`config.mk`:
```
export PLATFORM = sky130hd
export DESIGN_NAME = mimo_symbol_mapper
export DESIGN_NICKNAME = d
export VERILOG_FILES = /design/src/rtl/mimo_symbol_mapper_pkg.sv /design/src/rtl/mimo_symbol_mapper_qpsk_point_lut.sv /design/src/rtl/mimo_symbol_mapper.sv
export SDC_FILE = /design/constraint.sdc
export NUM_CORES = 1
export LEC_CHECK = 0
export CORE_MARGIN = 3
export CORE_UTILIZATION = 33
export CTS_CLUSTER_DIAMETER = 30
export DETAILED_ROUTE_END_ITERATION = 10
export PLACE_DENSITY_LB_ADDON = 0.2
export REMOVE_ABC_BUFFERS = 1
export SLEW_MARGIN = 20
export SYNTH_ARGS = -nofsm -noshare
export SYNTH_HDL_FRONTEND = slang
export SYNTH_SLANG_ARGS = --single-unit
```
`constraint.sdc`:
```
create_clock -name clk -period 1.8 [get_ports clk]
set_input_delay 0.45 -clock clk [delete_from_list [all_inputs] [get_ports clk]]
set_output_delay 0.45 -clock clk [all_outputs]
set_load 0.1 [all_outputs]
```
`src/rtl/mimo_symbol_mapper_pkg.sv`:
```
// Shared encodings for the MIMO QPSK symbol mapper: index codes, coordinate width, FSM states.
package mimo_symbol_mapper_pkg;

   localparam int COORD_W = 56;

   typedef logic signed [COORD_W-1:0] coord_t;

   // Constellation index encodings, matching the receive-side slicer decisions.
   localparam logic [1:0] IDX_POS_RE = 2'd0;
   localparam logic [1:0] IDX_POS_IM = 2'd1;
   localparam logic [1:0] IDX_NEG_IM = 2'd2;
   localparam logic [1:0] IDX_NEG_RE = 2'd3;

   // FSM state encoding.
   localparam logic [0:0] ST_COLLECT = 1'b0;
   localparam logic [0:0] ST_FULL    = 1'b1;

endpackage

```
`src/rtl/mimo_symbol_mapper_qpsk_point_lut.sv`:
```
// Combinational QPSK point lookup: 2-bit constellation index -> signed (real, imag).
module qpsk_point_lut
   import mimo_symbol_mapper_pkg::*;
#(
   parameter coord_t AMP = 56'sd1024
) (
   input  logic [1:0] idx,
   output coord_t     re,
   output coord_t     im
);

   // Map index to its constellation point; negative axes are two's-complement of AMP.
   always_comb begin
      re = '0;
      im = '0;
      case (idx)
         IDX_POS_RE: re = AMP;
         IDX_POS_IM: im = AMP;
         IDX_NEG_IM: im = -AMP;
         IDX_NEG_RE: re = -AMP;
         default: ;
      endcase
   end

endmodule

```
`src/rtl/mimo_symbol_mapper.sv`:
```
// Two-antenna QPSK mapper: collects 4 serial bits, emits one registered symbol vector.
module mimo_symbol_mapper
   import mimo_symbol_mapper_pkg::*;
#(
   parameter coord_t      AMP       = 56'sd1024,
   parameter int unsigned FRAME_LEN = 8
) (
   input  logic         clk,
   input  logic         rst,
   input  logic         bit_in,
   input  logic         bit_valid,
   output logic         bit_ready,
   output coord_t       x_real_1,
   output coord_t       x_imag_1,
   output coord_t       x_real_2,
   output coord_t       x_imag_2,
   output logic [1:0]   sym_idx_1,
   output logic [1:0]   sym_idx_2,
   output logic         out_valid,
   input  logic         out_ready,
   output logic         out_last
);

   localparam logic [7:0] LAST_CNT = 8'(FRAME_LEN - 1);

   logic [0:0] state;
   logic [1:0] bit_cnt;
   logic [2:0] bits;       // first three bits of the vector, oldest in the MSB
   logic [7:0] frame_cnt;

   logic       bit_fire;
   logic       out_fire;
   logic [3:0] word;
   logic [1:0] nxt_idx_1;
   logic [1:0] nxt_idx_2;
   coord_t     lut_re_1, lut_im_1, lut_re_2, lut_im_2;

   // Handshake decode and the vector formed when the 4th bit arrives.
   always_comb begin
      bit_ready = (state == ST_COLLECT);
      out_valid = (state == ST_FULL);
      out_last  = out_valid && (frame_cnt == LAST_CNT);
      bit_fire  = bit_valid && bit_ready;
      out_fire  = out_valid && out_ready;
      word      = {bits, bit_in};
      nxt_idx_1 = word[3:2];
      nxt_idx_2 = word[1:0];
   end

   qpsk_point_lut #(.AMP(AMP)) u_lut_1 (
      .idx (nxt_idx_1),
      .re  (lut_re_1),
      .im  (lut_im_1)
   );

   qpsk_point_lut #(.AMP(AMP)) u_lut_2 (
      .idx (nxt_idx_2),
      .re  (lut_re_2),
      .im  (lut_im_2)
   );

   // FSM, bit collector, frame counter and registered output vector.
   always_ff @(posedge clk) begin
      if (rst) begin
         state     <= ST_COLLECT;
         bit_cnt   <= 2'd0;
         bits      <= 3'd0;
         frame_cnt <= 8'd0;
         x_real_1  <= '0;
         x_imag_1  <= '0;
         x_real_2  <= '0;
         x_imag_2  <= '0;
         sym_idx_1 <= 2'd0;
         sym_idx_2 <= 2'd0;
      end else begin
         case (state)
            ST_COLLECT: begin
               if (bit_fire) begin
                  bits    <= {bits[1:0], bit_in};
                  bit_cnt <= bit_cnt + 2'd1;  // wraps to 0 on the 4th bit
                  if (bit_cnt == 2'd3) begin
                     state     <= ST_FULL;
                     x_real_1  <= lut_re_1;
                     x_imag_1  <= lut_im_1;
                     x_real_2  <= lut_re_2;
                     x_imag_2  <= lut_im_2;
                     sym_idx_1 <= nxt_idx_1;
                     sym_idx_2 <= nxt_idx_2;
                  end
               end
            end
            default: begin
               if (out_fire) begin
                  state     <= ST_COLLECT;
                  frame_cnt <= (frame_cnt == LAST_CNT) ? 8'd0 : frame_cnt + 8'd1;
               end
            end
         endcase
      end
   end

endmodule
```
==> flow_metrics.env <==
export IMPL_synth_avg_cell_area_um2=7.94
export IMPL_netlist_instances=343
export IMPL_grt_pass1_wl_mm=14.2
export IMPL_clk_latency_ns=0.27
export IMPL_numPortBuffers=195
export IMPL_start_util_pct=34.5
export IMPL_p_total_mw=1.49
export IMPL_start_kind="flip-flop"
export IMPL_drc_errors=0
export IMPL_ys_ff_latch=26
export IMPL_cts_root_buf="clkbuf_8"
export IMPL_hold_path_depth=2
export IMPL_setup_viol=1
export IMPL_period_share_pct=115
export IMPL_place_area_um2=5620
export IMPL_max_freq_mhz=484
export IMPL_nFillCells=455
export IMPL_place_ws_ns=-0.0960
export IMPL_wire_per_inst_um=19.4
export IMPL_p_leak_nw=2.36
export IMPL_slowest_stage="or4_4"
export IMPL_ant_nets=0
export IMPL_setup_worst_path_end_class="output pin"
export IMPL_grt_max_degree=26
export IMPL_clockBufferDepth=2
export IMPL_hold_start="frame_cnt[1]"
export IMPL_m1WireLength_mm=3.02
export IMPL_die_area_um2=9380
export IMPL_place_gp_congestion=0.790
export IMPL_grt_pass1_vias=2187
export IMPL_crit_chain="or4_4 -> nor4_4 -> buf_4 -> buf_12"
export IMPL_hpwl_mm=8.20
export IMPL_timing_rr_end="frame_cnt[3]"
export IMPL_ios=236
export IMPL_areaGrowthSynthToFinish_pct=111
export IMPL_regToRegStartpoint="frame_cnt[4]"
export IMPL_routed_top_layer="met4"
export IMPL_min_to="frame_cnt[1]"
export IMPL_crit_required_ns=1.35
export IMPL_max_cap_violations=0
export IMPL_dieHeight_um=96.9
export IMPL_arrival_ns=1.62
export IMPL_final_cells=498
export IMPL_met2_length_mm=5.56
export IMPL_r2r_worst_path_cells=4
export IMPL_finalInstanceArea_um2=5760
export IMPL_fp_row_count=32
export IMPL_power_per_cell_area_nw_per_um2=259
export IMPL_dieWidth_um=96.9
export IMPL_cpPeakStageDelay_ns=0.56
export IMPL_vdd_drop_max_v=0.000264
export IMPL_htree_num_levels=1
export IMPL_cts_hold_buffers_added=0
export IMPL_final_util_pct=73.0
export IMPL_num_vias=2003
export IMPL_nNetsFinal=408
export IMPL_fp_coreArea_um2=7890
export IMPL_drive_above_1_share_pct=59.8
export IMPL_status="complete, but fails checks"
export IMPL_hold_violations=0
export IMPL_synthesis_area_um2=2730
export IMPL_viasPerCell=4.02
export IMPL_placed_cells=492
export IMPL_grt_usage_pct=19.5
export IMPL_synth_cell_types=28
export IMPL_setup_ws_ns=-0.266
export IMPL_r2r_setup_slack_ns=0.09
export IMPL_grt_overflow_total=0
export IMPL_cts_tree="built"
export IMPL_path_class="flip-flop to output pin"
export IMPL_crit_buf_inv=2
export IMPL_antenna_found_initial=0
export IMPL_seq_area_frac_synth_pct=19.1
export IMPL_met3_wirelength_mm=1.03
export IMPL_rsz0062_at_grt="yes"
export IMPL_crit_fanout=2
export IMPL_routed_wl_mm=9.66
export IMPL_skew_ns=0.00544
export IMPL_report_final_slew_viol_count=0
export IMPL_synthesis_yosys_warnings=0
export IMPL_hold_class="flip-flop to flip-flop"
export IMPL_antennaDiodeCount=0
export IMPL_failed_checks="negative setup slack"
export IMPL_cpLargestDelayFamily="simple AND/OR/NAND/NOR gates"
export IMPL_clk_pin_slew_ns=0.08
export IMPL_clkSinkCount=26
export IMPL_cts_made_buffers=3
export IMPL_drt_iter0_drc=59
export IMPL_final_min_clock_period_ns=2.07
export IMPL_drtPass1Iterations=4
==> worst min-delay path: stages (launching register included) <==
cell and delay (ns):
dfxtp_1 0.34, nand2_1 0.06, a21oi_1 0.06
==> per-layer routing <==
layer	track usage (%)	vias to the layer above
met5	0	-
met4	1.84	0
met3	9.16	4
met2	37.4	121
met1	19.9	952
li1	-	926
==> placed cells by master, fill, tap and decap left out <==
cell             instances
or3_2                    1
nand2_1                 24
or3_1                    3
o41ai_4                  1
or4_4                    1
dfxtp_2                  1
a21oi_1                 19
nand4_1                  2
clkdlybuf4s50_1          4
buf_12                 200
xnor2_1                  1
nand3_1                  5
nand2b_1                 2
or4_1                    1
and3b_1                  1
mux2i_1                  4
inv_1                    5
xor2_1                   2
nor2_1                   7
buf_6                    1
nor2b_1                  1
clkbuf_8                 4
dfxtp_1                 25
conb_1                  40
buf_16                   2
ha_1                     6
clkbuf_16                2
o21ai_0                  5
o31ai_1                  1
nor4_4                   1
buf_4                   23
nand3b_1                 1
==> layout make-up <==
| type | instances | area [um2] | area share, % |
|---|---|---|---|
| timing repair buffer | 232 | 4330 | 75.2 |
| tap | 102 | 128 | 2.22 |
| inverter | 5 | 18.8 | 0.326 |
| multi-input combinational | 129 | 702 | 12.2 |
| sequential | 26 | 522 | 9.06 |
| clock buffer | 4 | 55.1 | 0.956 |
==> how the worst max path moves through the flow <==
stage / startpoint / endpoint / slack (ns) / cells past startpoint
3_5_place_dp: out_ready / frame_cnt[7] / -0.1 / 4
3_3_place_gp: out_ready / frame_cnt[7] / -0.06 / 4
6_report: frame_cnt[4] / out_last / -0.27 / 4
2_1_floorplan: x_imag_1[54] / x_imag_1[54] / -28.42 / 2
4_1_cts: frame_cnt[3] / out_last / -0.26 / 4
5_1_grt: frame_cnt[4] / out_last / -0.33 / 4
==> power by group <==
part	internal [mW]	switching [mW]	total, mW
combinational	0.0618	0.461	0.523
sequential	0.584	0.00970	0.594
clock	0.196	0.181	0.377
total	0.842	0.652	1.49
==> cell usage after synthesis, drive strengths merged <==
cell type | count | area share [%]
xor2 | 2 | 0.64
conb | 1 | 0.14
or3 | 4 | 0.96
inv | 5 | 0.69
a21oi | 19 | 3.5
o41ai | 1 | 1.0
dfxtp | 26 | 19
and3b | 1 | 0.32
nor2b | 1 | 0.23
ha | 6 | 2.8
clkbuf | 4 | 0.55
o21ai | 5 | 0.92
nand2b | 2 | 0.46
nand2 | 24 | 3.3
nand3b | 1 | 0.28
nor4 | 1 | 0.23
mux2i | 4 | 1.5
nand4 | 2 | 0.46
or4 | 2 | 0.69
xnor2 | 1 | 0.32
buf | 218 | 60
o31ai | 1 | 0.28
nand3 | 5 | 0.92
nor2 | 7 | 0.96
==> cells by family after synthesis <==
group	after synthesis	share of synthesized area, %
other	1	0.138
AND/OR/NAND/NOR	50	8.82
AO/OA/AOI/OAI	26	5.69
multiplexers	4	1.47
buffers and inverters	227	61.1
flip-flops	26	19.1
XOR/XNOR	3	0.964
adder cells (fa/ha/maj)	6	2.75
==> metrics by stage <==
| stage | hold slack [ns] | setup TNS (ns) |
|---|---|---|
| finish | 0.497 | -0.266 |
| global route | 0.528 | -0.325 |
| CTS | 0.500 | -0.255 |
| detailed placement | 0.488 | -0.0960 |
| global placement | 0.475 | -0.0619 |
| floorplan | 0.458 | -5144.67 |
==> state kept, by name, indices dropped and copies added, names as in the netlist <==
register and cells:
bit_cnt 2, bits 3, frame_cnt 8, out_valid 1
sym_idx_1 2, sym_idx_2 2, x_imag_1 2, x_imag_2 2
x_real_1 2, x_real_2 2
==> what timing repair did <==
item	CTS	global route
cloned	0	2
endpoints found under the hold margin	0	0
pin swaps	0	1
endpoints found under the setup margin	43	39
buffers inserted	0	0
gates resized for setup	2	4
Note: power is estimated with default switching activity, not from simulation.
